### src/rtl/jtframe_frame_window.sv
// Purpose : frame-synchronous window generator; counts vsync edges and opens CH
//           independent windows, each a start frame plus a length in frames.
// Latency : frame_pulse 3 clk after the vs pin edge; frame_cnt/win_en/win_done 1 clk later.
// Backpr. : none; arm is a level, 0 aborts and idles every channel on the next clk.
//
// Ports   : clk, rst_n (async active-low), vs (async vsync), arm (level enable),
//           start_frame[CH*CW] / win_len[CH*LW] per-channel window setup,
//           frame_cnt, frame_pulse, win_en[CH], win_done[CH].
// Option  : JTFRAME_DUMP_TASKS_EN (simulation only) logs channel-0 win_en edges.
module jtframe_frame_window #(
    parameter int CW     = 32,
    parameter int LW     = 16,
    parameter int CH     = 2,
    parameter int VS_POL = 0
) (
    input  logic             clk,
    input  logic             rst_n,
    input  logic             vs,
    input  logic             arm,
    input  logic [CH*CW-1:0] start_frame,
    input  logic [CH*LW-1:0] win_len,
    output logic [CW-1:0]    frame_cnt,
    output logic             frame_pulse,
    output logic [CH-1:0]    win_en,
    output logic [CH-1:0]    win_done
);

    localparam logic [1:0] ST_IDLE   = 2'd0;
    localparam logic [1:0] ST_WAIT   = 2'd1;
    localparam logic [1:0] ST_ACTIVE = 2'd2;
    localparam logic [1:0] ST_DONE   = 2'd3;

    // Level of vs between active edges; the sync chain resets to it so that
    // releasing reset never fabricates a frame.
    localparam logic VS_INACTIVE = (VS_POL == 0) ? 1'b1 : 1'b0;

    logic          vs_s1;
    logic          vs_s2;
    logic          vs_d;
    logic          vs_edge;
    logic [CW-1:0] next_frame;

    assign vs_edge    = (VS_POL == 0) ? (vs_d & ~vs_s2) : (~vs_d & vs_s2);
    assign next_frame = frame_cnt + CW'(1);

    always_ff @(posedge clk or negedge rst_n) begin
        if (!rst_n) begin
            vs_s1       <= VS_INACTIVE;
            vs_s2       <= VS_INACTIVE;
            vs_d        <= VS_INACTIVE;
            frame_pulse <= 1'b0;
        end else begin
            vs_s1       <= vs;
            vs_s2       <= vs_s1;
            vs_d        <= vs_s2;
            frame_pulse <= vs_edge;
        end
    end

    always_ff @(posedge clk or negedge rst_n) begin
        if (!rst_n) begin
            frame_cnt <= '0;
        end else if (frame_pulse) begin
            frame_cnt <= next_frame;
        end
    end

    for (genvar i = 0; i < CH; i++) begin : g_ch
        logic [1:0]    st;
        logic [LW-1:0] rem;
        logic          done_q;
        logic [CW-1:0] ch_start;
        logic [LW-1:0] ch_len;
        logic          start_hit;

        assign ch_start = start_frame[i*CW +: CW];
        assign ch_len   = win_len[i*LW +: LW];
        // Compare against the value frame_cnt takes this edge, so the window
        // opens in the same cycle frame_cnt shows the start frame.
        assign start_hit = frame_pulse && (next_frame == ch_start);

        always_ff @(posedge clk or negedge rst_n) begin
            if (!rst_n) begin
                st     <= ST_IDLE;
                rem    <= '0;
                done_q <= 1'b0;
            end else begin
                done_q <= 1'b0;
                if (!arm) begin
                    // Dropping arm wins over a coincident frame_pulse: no start, no done.
                    st  <= ST_IDLE;
                    rem <= '0;
                end else begin
                    case (st)
                        ST_IDLE: st <= ST_WAIT;
                        ST_WAIT: begin
                            if (start_hit) begin
                                if (ch_len != '0) begin
                                    st  <= ST_ACTIVE;
                                    rem <= ch_len;
                                end else begin
                                    st     <= ST_DONE;
                                    done_q <= 1'b1;
                                end
                            end
                        end
                        ST_ACTIVE: begin
                            if (frame_pulse) begin
                                rem <= rem - LW'(1);
                                if (rem == LW'(1)) begin
                                    st     <= ST_DONE;
                                    done_q <= 1'b1;
                                end
                            end
                        end
                        default: ; // ST_DONE holds until arm drops
                    endcase
                end
            end
        end

        assign win_en[i]   = (st == ST_ACTIVE);
        assign win_done[i] = done_q;
    end

`ifdef JTFRAME_DUMP_TASKS_EN
    logic dump_en_q;

    always @(posedge clk or negedge rst_n) begin
        if (!rst_n) begin
            dump_en_q <= 1'b0;
        end else begin
            dump_en_q <= win_en[0];
            if (win_en[0] && !dump_en_q) begin
                $display("dump on at frame %d", frame_cnt);
            end
            if (!win_en[0] && dump_en_q) begin
                $display("dump off at frame %d", frame_cnt);
            end
        end
    end
`endif

endmodule
### config.mk
export PLATFORM = sky130hd
export DESIGN_NAME = jtframe_frame_window
export DESIGN_NICKNAME = d
export VERILOG_FILES = /design/src/rtl/jtframe_frame_window.sv
export SDC_FILE = /design/constraint.sdc
export NUM_CORES = 1
export LEC_CHECK = 0
export CAP_MARGIN = 20
export CORE_MARGIN = 1.5
export CORE_UTILIZATION = 48
export CTS_CLUSTER_DIAMETER = 200
export CTS_CLUSTER_SIZE = 20
export DETAILED_ROUTE_END_ITERATION = 8
export GPL_ROUTABILITY_DRIVEN = 0
export PLACE_DENSITY_LB_ADDON = 0.3
export RECOVER_POWER = 25
export SLEW_MARGIN = 10
export SYNTH_ARGS = -nofsm -noshare
export SYNTH_HDL_FRONTEND = slang
export SYNTH_SLANG_ARGS = --single-unit
### constraint.sdc
create_clock -name clk -period 3.7 [get_ports clk]
set_clock_uncertainty 0.05 [all_clocks]
set_input_delay 0.555 -clock clk [delete_from_list [all_inputs] [get_ports clk]]
set_output_delay 0.555 -clock clk [all_outputs]
set_load 0.03 [all_outputs]
==> results by group, run 1 <==
Outcome
  • Outcome: finished with violations
  • Failing checks: capacitance limit, slew limit

Global route
  • Global-route wire length before repair: roughly 35000 um
  • Grt ovf: 0
  • Antenna violations before repair: 0
  • Total GRT Usage: 30.5%
  • Vias in the first global route: 6800
  • Largest net degree at the start of global routing: 75

Route
  • Router iterations before antenna repair: 5
  • ANT nets after route: 0
  • Vias per inst: 6.20
  • Final wirelength: 22700 um
  • 1st-iter DRT viols: 698
  • Vias: about 7300
  • Per-cell routed wire length: approximately 19 um
  • DRC errors left: 0

Pwr
  • Sw Share: roughly two fifths
  • Combinational Power Share: between 40% and 50%
  • Max VDD drop: 0.285 mV
  • Total power per unit cell area: ~450 nW/um2
  • Internal: 2.38 mW
  • Flop pwr share: roughly 29%
  • Clock power share: a little under a quarter
  • Lkg Pwr: around 3.5 nW
  • NetSw: between 1.5 and 2 mW

Timing
  • Fmax: about 290 MHz
  • Fin. max-slew vios: 75
  • Slew margin rel.: -32.1%
  • Fin. Hold Viols: 0
  • Worst slew pin tran: ~2.0 ns
  • Min cycle time layout: around 3.5 ns
  • Period utilization: 94.8%
  • Total Negative Setup Slacks: 0 ns
  • Unrepaired setup endpoints after global routing: false
  • Final Setup Violations: 0

Clock tree
  • TritonCTS clock tree: done
  • Hold Buf Count CTS: 0
  • CTS Root Cell: clkbuf_16
  • Skew-Pair Late Insertion Delay: roughly 0.36 ns
  • CTS Buf Count: 9
  • Total clock sinks: between 70 and 80
  • Clock slew at reported path FFs: approximately 0.060 ns
  • Clock Tree Buf Depth: 2
  • Htree depth: 3

Die
  • DIE AREA: around 15000 um2
  • Rows: between 40 and 50
  • Initial Utilization: around 49%
  • Die width: between 100 and 150 um
  • Chip height: 122 um
  • Core region area: between 10000 and 15000 um2
  • IO Pins: roughly 140

Worst setup path
  • Crit path capture type: flip-flop
  • Most used cell along the critical path: nand3_1
  • CP Data Required Time: 3.89 ns
  • Crit path kind: flip-flop to flip-flop
  • R2R Path End: g_ch[0].rem[2]
  • Register-to-register path setup slack: ~0.19 ns
  • Slowest stage cell on the critical path: or4_1
  • R2R depth: 11
  • CP max FO: 14
  • CP Cell Sequence: ha_1, nand3_1, or4_1, or3_1, a32oi_1, o2111ai_1, or2_1, o221ai_2, buf_4, mux2i_1, nand3_1
  • CP max stage delay: 0.64 ns
  • CP Launch Type: flip-flop
  • WP data arrival: ~3.7 ns
  • Critical register-to-register path startpoint: frame_cnt[0]

Finish
  • Core Util, Final: 65.3%
  • Most frequent cells in the layout: clkdlybuf4s50_1 (134), buf_4 (77), xnor2_1 (73)
  • Share of layout cells above drive strength 1: 12.9%
  • Fill count: between 1000 and 1500
  • Number of diodes: 0
  • Multi-input gate area: between 4000 and 5000 um2
  • Layout area overhead: 32.5%
  • Reg area: 1860 um2
  • Commonest non-fill, non-tap cell in the layout: clkdlybuf4s50_1
  • Fin nets: around 1100

Synth
  • Seq/Total Area, Yosys: 27.1%
  • Syn_nets: between 900 and 1000
  • Post-Syn Area: 6840 um2
  • Async SR Flop Fraction: between 90% and 100%
  • Post-synth top area share: around a quarter
  • Top post-synthesis cells by area: dfrtp_1 (26%), xnor2_1 (9.4%), nand2_1 (4.0%)
  • Yosys cell types: 81
  • FF+latch count, synth: 74
  • Post-Synthesis Cells: around 830
  • Synthesized area per cell: 8.28 um2
  • Post-synth top area cell: dfrtp_1
  • Post-synth top flop: dfrtp_1
  • Ys Warns: 0
  • Number of synthesized flops with an enable pin: 0

Worst hold path
  • Worst Hold Class: flip-flop to flip-flop
  • Hold EP: vs_s2
  • Hold_sp: vs_s1
  • Worst Hold Depth: 0

Placement
  • PortBufs: 136
  • Dpl hpwl: roughly 17000 um

Run
  • Max_cap viols: 1
## critical path: cells and delay by family, from the launching register on
kind	cells	cell delay, ns
and+or+nand+nor	5	1.61
AOI/OAI and AO/OA	3	0.72
adders and majority gates	1	0.20
DFF	1	0.35
muxes	1	0.21
buffers and inverters	1	0.25
## power by group through the flow
stage	clock network, mW	registers [mW]	logic, mW
final	0.929	1.18	1.95
after global routing	0.968	1.20	2.13
after CTS	0.933	1.17	1.94
after detailed placement	0	1.18	1.93
after global placement	0	1.17	1.89
after floorplan	0	1.19	1.29
## flip-flops by register name, summed over array words and instances (netlist names)
name	flops
g_ch.rem	32
g_ch.done_q	2
g_ch.st	4
vs_d	1
vs_s1	1
vs_s2	1
frame_cnt	32
frame_pulse	1
## cells in the mapped netlist, types with 21 or more instances
| cell type | n |
|---|---|
| nor4_1 | 30 |
| nand3_1 | 44 |
| a21oi_1 | 22 |
| dfrtp_1 | 71 |
| o21ai_0 | 31 |
| xnor2_1 | 73 |
| nand2_1 | 72 |
| nor2_1 | 47 |
| inv_1 | 24 |
| xor2_1 | 30 |
| mux2i_1 | 21 |
| nor3_1 | 36 |
| nand4_1 | 35 |
## cell type report
class                   count  share of cell area (%)
clock buffers              10                    2.64
clock inverters             6                   0.718
inverters                  26                    1.08
multi-input cells         672                    50.9
flip-flops and latches     74                    20.5
well taps                 180                    2.49
repair buffers            216                    21.7
## cells by family after synthesis
kind of cell | after synthesis | synth area share, %
multiplexers | 26 | 3.90
buffers and inverters | 80 | 5.62
XOR/XNOR | 108 | 14.8
adder cells (fa/ha/maj) | 11 | 2.01
flip-flops | 74 | 27.1
AO/OA/AOI/OAI | 142 | 14.9
AND/OR/NAND/NOR | 385 | 31.6
## worst max path at each step
stage | start | to | slack (ns)
2_1_floorplan | frame_cnt[1] | g_ch[0].rem[10] | 0.03
3_3_place_gp | start_frame[32] | g_ch[1].rem[8] | 0.19
3_5_place_dp | frame_cnt[9] | g_ch[0].rem[2] | 0.14
4_1_cts | frame_cnt[9] | g_ch[0].rem[2] | 0.14
5_1_grt | frame_cnt[0] | g_ch[1].st[0] | 0.01
6_report | frame_cnt[0] | g_ch[0].rem[2] | 0.19
## per-layer routing
metal	track usage, %	vias to the layer above	routed length (um)
met3	5.02	81	1870
li1	-	3424	-
met5	0	-	0
met4	15.5	0	1060
met2	49.2	379	10400
met1	39.6	3462	9370
## through the flow
step	hold slack, ns	total power [mW]	setup WS (ns)	cell area (um2)	instances
2_1_floorplan	0.209	2.48	0.0296	6840	826
3_3_place_gp	0.296	3.07	0.187	8750	1167
3_5_place_dp	0.299	3.11	0.138	8750	1167
4_1_cts	0.308	4.05	0.143	9050	1183
5_1_grt	0.320	4.30	0.0101	9060	1184
6_report	0.313	4.06	0.193	9060	1184
## repair_timing
item                                    CTS  global route
gates resized for setup                   0             3
buffers inserted                          0             1
endpoints found under the setup margin    0            34
No activity file was read; power rests on OpenSTA's default activity.
==> run 2: changes to the inputs <==
Settings changed: SKIP_CTS_REPAIR_TIMING from default to 1.
==> results of run 2 <==
No change in the layout: final DEF, timing and power equal those of run 1.
